$ cat config.mk
export PLATFORM = sky130hd
export DESIGN_NAME = alu_cmd_sequencer
export DESIGN_NICKNAME = d
export VERILOG_FILES = /design/src/rtl/alu_cmd_sequencer.sv
export SDC_FILE = /design/constraint.sdc
export NUM_CORES = 1
export LEC_CHECK = 0
export BUFFER_PORTS_ARGS = -buffer_cell sky130_fd_sc_hd__buf_2
export CAP_MARGIN = 0
export CORE_MARGIN = 4
export CORE_UTILIZATION = 55
export DETAILED_ROUTE_END_ITERATION = 8
export PLACE_DENSITY = 0.83
export RECOVER_POWER = 25
export REMOVE_ABC_BUFFERS = 1
export SETUP_SLACK_MARGIN = 0.2
export SYNTH_ARGS = -nofsm -noshare
export SYNTH_HDL_FRONTEND = slang
export SYNTH_SLANG_ARGS = --single-unit
$ cat constraint.sdc
create_clock -name clk -period 3.3 [get_ports clk]
set_input_delay 0.165 -clock clk [delete_from_list [all_inputs] [get_ports clk]]
set_output_delay 0.165 -clock clk [all_outputs]
set_load 0.03 [all_outputs]
$ cat src/rtl/alu_cmd_sequencer.sv
// Command FIFO + issue/capture FSM wrapped around the registered ALU core.
// Define ALU_SEQ_ILLEGAL_OP_EN to answer opcodes above 4'b1010 locally with rsp_err instead of issuing them.
module alu_cmd_sequencer #(
    parameter int DEPTH       = 4,
    parameter int TAG_W       = 4,
    parameter int HOLD_CYCLES = 1
) (
    input  logic             clk,
    input  logic             reset,
    input  logic             cmd_valid,
    output logic             cmd_ready,
    input  logic [3:0]       cmd_opcode,
    input  logic [15:0]      cmd_a,
    input  logic [15:0]      cmd_b,
    input  logic [TAG_W-1:0] cmd_tag,
    output logic [15:0]      alu_operand_a,
    output logic [15:0]      alu_operand_b,
    output logic [3:0]       alu_opcode,
    input  logic [31:0]      alu_result,
    output logic             rsp_valid,
    input  logic             rsp_ready,
    output logic [31:0]      rsp_result,
    output logic [TAG_W-1:0] rsp_tag,
    output logic             rsp_err,
    output logic             busy,
    output logic [15:0]      rsp_count
);

    localparam int AW = $clog2(DEPTH);
    localparam int EW = 36 + TAG_W;
    localparam int CW = $clog2(HOLD_CYCLES + 2);

    typedef enum logic [1:0] {IDLE, HOLD, CAPT, RESP} state_t;

    state_t          state, state_next;
    logic [EW-1:0]   mem [DEPTH];
    logic [AW:0]     wr_ptr, rd_ptr;
    logic            full, empty, push, pop, head_illegal;
    logic [3:0]      head_op;
    logic [15:0]     head_a, head_b;
    logic [TAG_W-1:0] head_tag, tag_q;
    logic [CW-1:0]   hold_cnt;

    // Pointers carry one extra wrap bit so full and empty are distinguishable.
    assign empty     = (wr_ptr == rd_ptr);
    assign full      = (wr_ptr[AW] != rd_ptr[AW]) && (wr_ptr[AW-1:0] == rd_ptr[AW-1:0]);
    assign cmd_ready = !full;
    assign push      = cmd_valid && !full;
    assign {head_op, head_a, head_b, head_tag} = mem[rd_ptr[AW-1:0]];
    assign busy      = !empty || (state != IDLE);

    always_ff @(posedge clk) begin
        if (push) begin
            mem[wr_ptr[AW-1:0]] <= {cmd_opcode, cmd_a, cmd_b, cmd_tag};
        end
    end

    always_ff @(posedge clk or posedge reset) begin
        if (reset) begin
            wr_ptr <= '0;
            rd_ptr <= '0;
        end else begin
            if (push) wr_ptr <= wr_ptr + (AW+1)'(1);
            if (pop)  rd_ptr <= rd_ptr + (AW+1)'(1);
        end
    end

    always_ff @(posedge clk or posedge reset) begin
        if (reset) state <= IDLE;
        else       state <= state_next;
    end

    // A pop from RESP on the handshake edge reloads directly, skipping IDLE.
    always_comb begin
        state_next = state;
        pop        = 1'b0;
        unique case (state)
            IDLE: begin
                if (!empty) begin
                    pop        = 1'b1;
                    state_next = head_illegal ? RESP : HOLD;
                end
            end
            HOLD: begin
                if (hold_cnt == CW'(1)) state_next = CAPT;
            end
            CAPT: state_next = RESP;
            RESP: begin
                if (rsp_valid && rsp_ready) begin
                    if (!empty) begin
                        pop        = 1'b1;
                        state_next = head_illegal ? RESP : HOLD;
                    end else begin
                        state_next = IDLE;
                    end
                end
            end
        endcase
    end

    // Divide results emerge from the ALU one edge later, so divides hold one cycle longer.
    always_ff @(posedge clk or posedge reset) begin
        if (reset) begin
            alu_operand_a <= '0;
            alu_operand_b <= '0;
            alu_opcode    <= '0;
            tag_q         <= '0;
            hold_cnt      <= '0;
            rsp_valid     <= 1'b0;
            rsp_result    <= '0;
            rsp_tag       <= '0;
            rsp_count     <= '0;
        end else begin
            if (pop && !head_illegal) begin
                alu_operand_a <= head_a;
                alu_operand_b <= head_b;
                alu_opcode    <= head_op;
                hold_cnt      <= CW'(HOLD_CYCLES) + {{(CW-1){1'b0}}, head_op == 4'b0011};
            end else if (state == HOLD) begin
                hold_cnt <= hold_cnt - CW'(1);
            end
            if (pop) tag_q <= head_tag;
            if (state == CAPT) begin
                rsp_valid  <= 1'b1;
                rsp_result <= alu_result;
                rsp_tag    <= tag_q;
            end
            if (state == RESP && rsp_ready) begin
                rsp_valid <= 1'b0;
                rsp_count <= rsp_count + 16'd1;
            end
            if (pop && head_illegal) begin
                rsp_valid  <= 1'b1;
                rsp_result <= '0;
                rsp_tag    <= head_tag;
            end
        end
    end

`ifdef ALU_SEQ_ILLEGAL_OP_EN
    assign head_illegal = (head_op > 4'b1010);

    always_ff @(posedge clk or posedge reset) begin
        if (reset)    rsp_err <= 1'b0;
        else if (pop) rsp_err <= head_illegal;
    end
`else
    assign head_illegal = 1'b0;
    assign rsp_err      = 1'b0;
`endif

endmodule

==> impl_metrics.ini <==
[status]
outcome = completed

[layout]
area_growth_pct = 26.5
final_cells = 1013
num-nets-final = 852
drive_above_1_share_pct = 34.4
antennaDiodeCount = 0

[synthesis]
postSynthAreaPerCell_sq_um = 19.9
yosysUniqueCellTypes = 35
yosysWarnings = 0
synth_sequential_area_ratio_pct = 73.7
syn_area_sq_mm = 0.0100
synth_seq_cells = 263
synthesis.instances = 503

[global_routing]
grt.total_usage_pct = 20.7
grt_pass1_vias = 6026
overflow = 0
grt_pass1_wl_um = 32900
antenna_found_initial = 0
grt_max_degree = 69

[place]
hpwl_um = 12700
gp_congestion = 0.818
placedCellCount = 891
port_buffers = 166

[timing]
rsz0062_at_grt = false
finClkSkew_ns = 0.0192
drv_slew = 0
fin_crit_ns = 2.47
hold_viol_final = 0
post-route-period-util_pct = 75.0
finalSetupViolCount = 0
timing.fmax_ghz = 0.404
worstMarginPinSlew_ns = 0.850
max_slew_margin_pct = 43.4

[cts]
htreeDepth = 1
cts.clk_slew.worst_paths_ns = 0.06
cts_sinks = 263
cts_buffers = 26
post_cts_buffers = 0
clk_latency_ns = 0.53
cts_tree = yes
cts_buffer_depth = 3
cts_root_buffer = clkbuf_16

[setup_path]
cp_max_fo = 21
path_buf_inv = 1
end_kind = register
start_kind = register
cp.required_ns = 3.51
critical_path_class = register to register
cp_slowest_cell = and2_2
critPathTopFamily = simple AND/OR/NAND/NOR gates
path_cells = xnor2_2 > a31oi_1 > and2_2 > buf_4
critPathLaunch = wr_ptr[1]$_DFFE_PP0P_
arrival_ns = 2.69
rr_startpoint = wr_ptr[1]$_DFFE_PP0P_
slowest_delay_ns = 0.64

[route]
vias = 5497
route.met3.wl_um = 1600
drt_iter0_markers = 273
antenna_left = 0
wire_per_inst_um = 20.3
drcViolationCount = 0
highest_layer = met4
wl_met1_um = 8040
vias_per_cell = 5.43
met2_length_um = 10500
wirelength_um = 20600
drt_pass1_iterations = 4

[pwr]
ir_drop_v = 0.000777
power_mw = 12.5
power.leakage_nw = 4.92
p_per_area_mw_per_mm2 = 984

[hold_path]
hold_path.class = input pin to register
hp-start = cmd_valid

[die]
chipHeight_um = 143
core_area_sq_mm = 0.0180
die_area_sq_mm = 0.0204
ioPinCount = 168
die_w_um = 143
initial_core_util_pct = 55.7
rows = 49

[flow_run]
cap_violations = 0
==> layer usage <==
layer	up-vias	track usage [%]
met5	-	0
met4	0	5.20
met3	37	4.35
met2	236	36.0
met1	2760	27.1
li1	2464	-
==> flip-flops by register name (all words and copies together) (netlist names), 4 cells and up <==
signal,cells
mem,160
rsp_result,32
alu_operand_a,16
alu_operand_b,16
rsp_count,16
alu_opcode,4
rsp_tag,4
tag_q,4
==> layout make-up <==
type	instances	area (sq um)
flip-flops and latches	263	7390
fillers	1122	5290
multi-input cells	213	2490
repair buffers	252	1640
clock buffers	39	729
well taps	229	287
clock inverters	9	105
inverters	8	32.5
==> per-stage QoR <==
| stage | util [%] | hold slack, ns | setup WS [ns] | setup TNS [ns] | instance area (sq um) |
|---|---|---|---|---|---|
| after CTS | 70.8 | 0.0914 | 0.777 | 0 | 12700 |
| after floorplan | - | 0.264 | -0.777 | -134.67 | 9900 |
| after detailed placement | 62.0 | 0.382 | 0.849 | 0 | 11100 |
| final | 70.5 | 0.103 | 0.826 | 0 | 12700 |
| after global placement | 62.0 | 0.375 | 0.961 | 0 | 11100 |
| after global routing | 70.5 | 0.113 | 0.655 | 0 | 12700 |
==> worst reg2reg max path, stage by stage, from the launching register on <==
cell	delay (ns)
dfrtp_1	0.44
xnor2_2	0.22
a31oi_1	0.53
and2_2	0.64
buf_4	0.32
==> path summary, 6_finish.rpt <==
check                           cells past startpoint  slack (ns)                          to
worst max-delay path                                4        0.83         mem[2][2]$_DFFE_PP_
worst min-delay path                                4        0.10       wr_ptr[0]$_DFFE_PP0P_
worst max register to register                      4        0.83         mem[2][2]$_DFFE_PP_
worst min register to register                      1        0.47   rsp_count[15]$_DFFE_PP0P_
max in group asynchronous                           4        2.07       rd_ptr[0]$_DFFE_PP0P_
min in group asynchronous                           3        0.38  rsp_result[19]$_DFFE_PP0P_
==> power by group <==
part | switching [mW] | internal, mW | total, mW | leakage [nW]
clock | 1.16 | 1.68 | 2.85 | 0.402
combinational | 2.70 | 1.84 | 4.53 | 1.83
sequential | 0.480 | 4.61 | 5.09 | 2.70
==> Yosys cell counts, drive strengths merged <==
cell type,n,share of area [%]
inv,8,0.30
mux4,40,9.0
a21oi,2,0.10
mux2,78,8.8
and4,1,0.087
or3,1,0.063
o21a,1,0.075
conb,1,0.037
nand4,5,0.31
a311oi,1,0.26
and2,5,0.31
o31ai,1,0.075
and3,1,0.063
ha,12,1.5
nor4,1,0.063
nor3,2,0.10
edfxtp,160,48
nand2,12,0.45
nor2b,1,0.063
or2,2,0.12
a31oi,4,0.25
clkbuf,8,0.30
dfrtp,103,26
a211oi,1,0.075
a31o,1,0.087
xor2,8,0.70
nor2,6,0.22
buf,11,0.85
o21ai,3,0.15
xnor2,16,1.5
nand3,7,0.35
==> layout by cell type (no fill, tap or decap), types with 3 or more instances in the layout <==
cell,instances
clkinv_1,3
buf_4,10
dfrtp_1,101
mux2_1,35
clkbuf_16,26
nand4_1,5
and2_2,4
clkbuf_1,49
nand2_1,12
inv_1,7
xnor2_1,14
mux4_2,40
clkbuf_8,3
o21ai_0,3
nand3_1,7
xor2_1,8
buf_2,127
edfxtp_1,160
ha_1,12
nor2_1,6
dlygate4sd3_1,74
mux2_2,43
a31oi_1,4
==> cells by family after synthesis <==
logic type / Yosys count / synth area share (%)
muxes: 118 / 17.8
AOI/OAI and AO/OA: 14 / 1.07
buffers and inverters: 27 / 1.45
and+or+nand+nor: 44 / 2.21
xor gates and xnor gates: 24 / 2.25
other: 1 / 0.0374
adders and majority gates: 12 / 1.50
DFF: 263 / 73.7
==> what timing repair did <==
item	4_1_cts	5_1_grt
hold endpoints to repair	259	0
resized for setup	0	0
hold buffers	74	0
(Power assumes the default switching activity.)
